[src/rtl/logic_pkg.sv]
`default_nettype none
// ---------------------------------------------------------------------------
// logic_pkg : op-codes and frame-state encoding for the bitwise logic pipeline
// Rev 1.0
// ---------------------------------------------------------------------------
package logic_pkg;

  localparam logic [1:0] OP_AND  = 2'b00;
  localparam logic [1:0] OP_OR   = 2'b01;
  localparam logic [1:0] OP_XOR  = 2'b10;
  localparam logic [1:0] OP_NAND = 2'b11;

  typedef enum logic [0:0] {
    ST_FIRST = 1'b0,
    ST_MID   = 1'b1
  } frame_state_e;

endpackage
`default_nettype wire

[src/rtl/logic_op_core.sv]
`default_nettype none
// ---------------------------------------------------------------------------
// logic_op_core : combinational WIDTH-bit AND/OR/XOR/NAND of two operands
// Rev 1.0
// ---------------------------------------------------------------------------
module logic_op_core
  import logic_pkg::*;
#(
  parameter int WIDTH = 8
) (
  input  logic [WIDTH-1:0] op_a_i,
  input  logic [WIDTH-1:0] op_b_i,
  input  logic [1:0]       op_i,
  output logic [WIDTH-1:0] y_o
);

  always_comb begin
    y_o = '0;
    case (op_i)
      OP_AND:  y_o = op_a_i & op_b_i;
      OP_OR:   y_o = op_a_i | op_b_i;
      OP_XOR:  y_o = op_a_i ^ op_b_i;
      OP_NAND: y_o = ~(op_a_i & op_b_i);
      default: y_o = '0;
    endcase
  end

endmodule
`default_nettype wire

[src/rtl/logic_reduce_pipe.sv]
`default_nettype none
// ---------------------------------------------------------------------------
// logic_reduce_pipe : 2-stage valid/ready bitwise logic unit with frame
// accumulator and AND/OR reduction flags. Define LOGIC_REDUCE_PARITY_EN to
// add the out_parity flag.  Rev 1.0
// ---------------------------------------------------------------------------
module logic_reduce_pipe
  import logic_pkg::*;
#(
  parameter int WIDTH = 8
) (
  input  logic             clk,
  input  logic             rst,
  input  logic             in_valid,
  output logic             in_ready,
  input  logic [WIDTH-1:0] in_a,
  input  logic [WIDTH-1:0] in_b,
  input  logic [1:0]       in_op,
  input  logic             in_acc,
  input  logic             in_last,
  output logic             out_valid,
  input  logic             out_ready,
  output logic [WIDTH-1:0] out_y,
  output logic             out_all,
  output logic             out_any,
`ifdef LOGIC_REDUCE_PARITY_EN
  output logic             out_parity,
`endif
  output logic             out_last
);

  frame_state_e     state_q;
  logic [WIDTH-1:0] acc_q;

  logic             s1_valid_q;
  logic [WIDTH-1:0] s1_y_q;
  logic             s1_last_q;
  logic [WIDTH-1:0] s1_y_d;

  logic             s2_valid_q;
  logic [WIDTH-1:0] s2_y_q;
  logic             s2_last_q;
  logic             s2_all_q;
  logic             s2_any_q;
  logic             s2_parity_q;

  logic             s2_adv;
  logic             accept;
  logic [WIDTH-1:0] op_a;

  assign s2_adv   = !s2_valid_q || out_ready;
  assign in_ready = !s1_valid_q || s2_adv;
  assign accept   = in_valid && in_ready;

  // The accumulator only replaces A inside a frame; the first beat always uses in_a.
  assign op_a = (state_q == ST_MID && in_acc) ? acc_q : in_a;

  logic_op_core #(
    .WIDTH (WIDTH)
  ) u_core (
    .op_a_i (op_a),
    .op_b_i (in_b),
    .op_i   (in_op),
    .y_o    (s1_y_d)
  );

  always_ff @(posedge clk) begin
    if (rst) begin
      state_q     <= ST_FIRST;
      acc_q       <= '0;
      s1_valid_q  <= 1'b0;
      s1_y_q      <= '0;
      s1_last_q   <= 1'b0;
      s2_valid_q  <= 1'b0;
      s2_y_q      <= '0;
      s2_last_q   <= 1'b0;
      s2_all_q    <= 1'b0;
      s2_any_q    <= 1'b0;
      s2_parity_q <= 1'b0;
    end else begin
      if (s2_adv) begin
        s2_valid_q  <= s1_valid_q;
        s2_y_q      <= s1_y_q;
        s2_last_q   <= s1_last_q;
        s2_all_q    <= &s1_y_q;
        s2_any_q    <= |s1_y_q;
        s2_parity_q <= ^s1_y_q;
      end
      if (in_ready) begin
        s1_valid_q <= in_valid;
      end
      if (accept) begin
        s1_y_q    <= s1_y_d;
        s1_last_q <= in_last;
        acc_q     <= s1_y_d;
        case (state_q)
          ST_FIRST: state_q <= in_last ? ST_FIRST : ST_MID;
          ST_MID:   state_q <= in_last ? ST_FIRST : ST_MID;
          default:  state_q <= ST_FIRST;
        endcase
      end
    end
  end

  assign out_valid = s2_valid_q;
  assign out_y     = s2_y_q;
  assign out_last  = s2_last_q;
  assign out_all   = s2_all_q;
  assign out_any   = s2_any_q;

`ifdef LOGIC_REDUCE_PARITY_EN
  assign out_parity = s2_parity_q;
`else
  logic unused_parity;
  assign unused_parity = s2_parity_q;
`endif

endmodule
`default_nettype wire

[config.mk]
export PLATFORM = sky130hd
export DESIGN_NAME = logic_reduce_pipe
export DESIGN_NICKNAME = d
export VERILOG_FILES = /design/src/rtl/logic_pkg.sv /design/src/rtl/logic_op_core.sv /design/src/rtl/logic_reduce_pipe.sv
export SDC_FILE = /design/constraint.sdc
export NUM_CORES = 1
export LEC_CHECK = 0
export CAP_MARGIN = 20
export CORE_MARGIN = 1.5
export CORE_UTILIZATION = 26
export DETAILED_ROUTE_END_ITERATION = 8
export HOLD_SLACK_MARGIN = 0.08
export PLACE_DENSITY_LB_ADDON = 0.05
export REMOVE_ABC_BUFFERS = 1
export SETUP_SLACK_MARGIN = 0.3
export SYNTH_ARGS = -nofsm -noshare
export SYNTH_HDL_FRONTEND = slang
export SYNTH_HIERARCHICAL = 1
export SYNTH_SLANG_ARGS = --single-unit
[constraint.sdc]
create_clock -name clk -period 2.2 [get_ports clk]
set_input_delay 0.44 -clock clk [delete_from_list [all_inputs] [get_ports clk]]
set_output_delay 0.44 -clock clk [all_outputs]
set_load 0.05 [all_outputs]
==> results.yml <==
outcome:
  status: "finished clean"
finish:
  antennaDiodeCount: 0
  syn2layout_area_growth_pct: 36.29
  fillers: 618
  nets: 250
  final_cells: 284
  drive_above_1_share_pct: 18.18
  final_util_pct: 36.67
clocking:
  clock_path_buffers: 2
  cts_tree: "built"
  h-tree-depth: 1
  clkSlewWorstSetupHoldPaths_ns: 0.09
  cts_num_sinks: 23
  insertion_delay_ns: 0.26
  root_buffer: "clkbuf_8"
  holdBufCountCts: 0
  cts_made_buffers: 3
die:
  initial_utilization_pct: 26.90
  die_area_um2: 6605
  core_um2: 5921
  die_w_um: 81.27
  ios: 37
  fp.dieH_um: 81.27
  row_count: 28
logic_synthesis:
  syn_inst: 171
  ys_seq_area_share_pct: 28.91
  synth_cell_types: 23
  avgSynthCellArea_um2: 9.314
  syn_area_um2: 1593
  synth_warnings: 6
  synth-seq-cells: 23
worst_setup_path:
  start_kind: "register"
  crit_buf_inv: 1
  ff2ff_path_depth: 8
  criticalPathCategory: "register to primary output"
  r2r-start: "state_q"
  required_ns: 1.76
  slowest_stage: "clkdlybuf4s50_1"
  crit_path_cell_trace: "clkdlybuf4s50_1"
  end_kind: "primary output"
  rr_endpoint: "s1_y_q[5]"
  crit_family: "buffers and inverters"
  r2r_slack_ns: 0.47
  slowest_delay_ns: 0.81
  cp_max_fo: 2
  cp_data_arrival_time_ns: 1.42
routing:
  drtIter0Drc: 39
  wl_per_cell_um: 12.49
  vias: 1237
  dr.pass1.iters: 4
  vias_per_cell: 4.356
  route.detailed.drc: 0
  routed_wl_mm: 3.547
  drtAntennaViolNets: 0
timing:
  slew_violations: 0
  setup_viol: 0
  rsz0062_at_grt: "no"
  fin_crit_ns: 1.858
  hold_slack_ns: 0.4530
  setup_tns_ns: 0
  report.final.hold_viol_count: 0
  timing.slew.headroom_pct: 65.24
  worstMarginPinSlew_ns: 0.5205
  fin_crit_sh_pct: 84.44
  finClkSkew_ns: 0.005514
  fmax_mhz: 538.3
pwr:
  pwr-share-seq_pct: 45.0
  power.leakage_nw: 1.058
  p_clk_share_pct: 25.0
  p_per_area_nw_per_um2: 486.1
  intPower_mw: 0.7390
  p_switching_mw: 0.3162
  swShare_pct: 29.97
  combPwrFrac_pct: 30.0
  irDropWorstVdd_mv: 0.2231
hold_path:
  hold_path_depth: 2
  hold_path.class: "register to register"
  hold_path_end: "out_y[1]"
  worst_hold_startpoint: "out_y[1]"
placed_design:
  dp.cells: 279
  hpwl_mm: 2.603
  io_buffers: 36
  gp_congestion: 0.6877
grt:
  antenna_found_initial: 0
  grt_use_total_pct: 11.48
  grt_max_degree: 32
  grt_overflow: 0
  grt_pass1_vias: 1237
  grt_pass1_wl_mm: 5.789
job:
  maxCapViolCount: 0
-- metrics by stage --
| step | power, mW | setup slack (ns) | instance area (um2) |
|---|---|---|---|
| global placement | 0.7820 | -0.1230 | 2037 |
| floorplan | 0.6578 | 0.2629 | 1515 |
| detailed placement | 0.7927 | -0.1481 | 2037 |
| global route | 1.126 | 0.3096 | 2171 |
| finish | 1.055 | 0.3423 | 2171 |
| CTS | 1.075 | 0.3235 | 2152 |
-- power groups by stage --
stage | Clock [mW] | Sequential, mW | Combinational (mW)
detailed placement | 0 | 0.485 | 0.308
global placement | 0 | 0.483 | 0.299
floorplan | 0 | 0.522 | 0.136
CTS | 0.279 | 0.476 | 0.321
global route | 0.296 | 0.480 | 0.350
finish | 0.264 | 0.475 | 0.316
-- sequential cells by signal, indices dropped and copies added, names as in the netlist --
signal      cells
s1_valid_q      1
out_any         1
out_y           8
out_last        1
s1_y_q          8
out_valid       1
state_q         1
out_all         1
s1_last_q       1
-- metal layers --
layer | GRT usage, % | vias to the layer above | wire, um
met5 | 0 | - | 0
met4 | 3.621 | 0 | 24
met3 | 1.461 | 2 | 114
met2 | 19.42 | 22 | 1667
met1 | 14.98 | 571 | 1741
li1 | - | 642 | -
-- kinds of logic (layout without fill, tap and decap cells) --
| family | after synthesis | after routing | share of synthesized area, % |
|---|---|---|---|
| AOI/OAI and AO/OA | 13 | 13 | 4.478 |
| DFF | 23 | 23 | 28.91 |
| muxes | 42 | 42 | 28.44 |
| and+or+nand+nor | 52 | 52 | 16.97 |
| buffers and inverters | 25 | 63 | 8.641 |
| adders and majority gates | 16 | 16 | 12.57 |
-- synthesized netlist by cell type --
cell | count | area (um2)
nor2_1 | 5 | 18.77
buf_12 | 1 | 20.02
inv_1 | 16 | 60.06
clkbuf_1 | 3 | 11.26
nand2b_1 | 18 | 112.6
nand2_1 | 21 | 78.83
or3_1 | 1 | 6.260
mux2_4 | 3 | 45.04
a21boi_1 | 1 | 7.510
nor4_1 | 2 | 12.51
mux2_2 | 14 | 157.7
buf_6 | 2 | 22.52
mux2i_1 | 25 | 250.2
or2b_2 | 1 | 8.760
nand4_1 | 2 | 12.51
a21oi_1 | 11 | 55.05
dfxtp_1 | 23 | 460.4
a311oi_1 | 1 | 8.760
buf_2 | 2 | 10.01
ha_1 | 16 | 200.2
nor2b_1 | 1 | 6.260
clkbuf_8 | 1 | 13.76
nor2b_4 | 1 | 13.76
-- worst reg2reg max path: cells and delay by family, from the launching register on --
family        cells  cell delay, ns
fa+ha+maj         1            0.19
flops             1            0.32
simple gates      2            0.16
buf+inv           1            0.14
mux               4            0.86
-- worst max-delay path by stage --
stage                         start        end  slack [ns]  cells after the start
after floorplan           out_valid    state_q        0.26                      3
final                      out_y[4]   out_y[4]        0.34                      1
after global routing         in_acc  s1_y_q[6]        0.31                      9
after global placement       in_acc  s1_y_q[2]       -0.12                      9
after CTS                  out_y[6]   out_y[6]        0.32                      1
after detailed placement     in_acc  s1_y_q[2]       -0.15                      9
-- cell usage in the layout, fill, tap and decap left out, types with 5 or more instances in the layout --
| cell | n |
|---|---|
| mux2_4 | 10 |
| buf_4 | 6 |
| ha_1 | 10 |
| nand2_1 | 20 |
| clkdlybuf4s50_1 | 28 |
| mux2_2 | 7 |
| inv_1 | 16 |
| nor2_1 | 5 |
| mux2i_1 | 25 |
| a21oi_1 | 11 |
| dfxtp_1 | 23 |
| nand2b_1 | 18 |
| dlymetal6s2s_1 | 6 |
-- final cells by class --
cell class	instances	area, um2	share of cell area [%]
multi-input combinational	123	1062	48.93
sequential	23	460.4	21.21
timing repair buffer	43	449.2	20.69
tap	75	93.84	4.323
inverter	16	60.06	2.767
clock buffer	4	45.04	2.075
-- repair_timing --
item / CTS / global route
setup buffers: 1 / 0
pin swaps: 1 / 0
gates resized for setup: 17 / 7
endpoints found under the hold margin: 0 / 0
setup endpoints to repair: 9 / 12
Note: power is estimated with default switching activity, not from simulation.
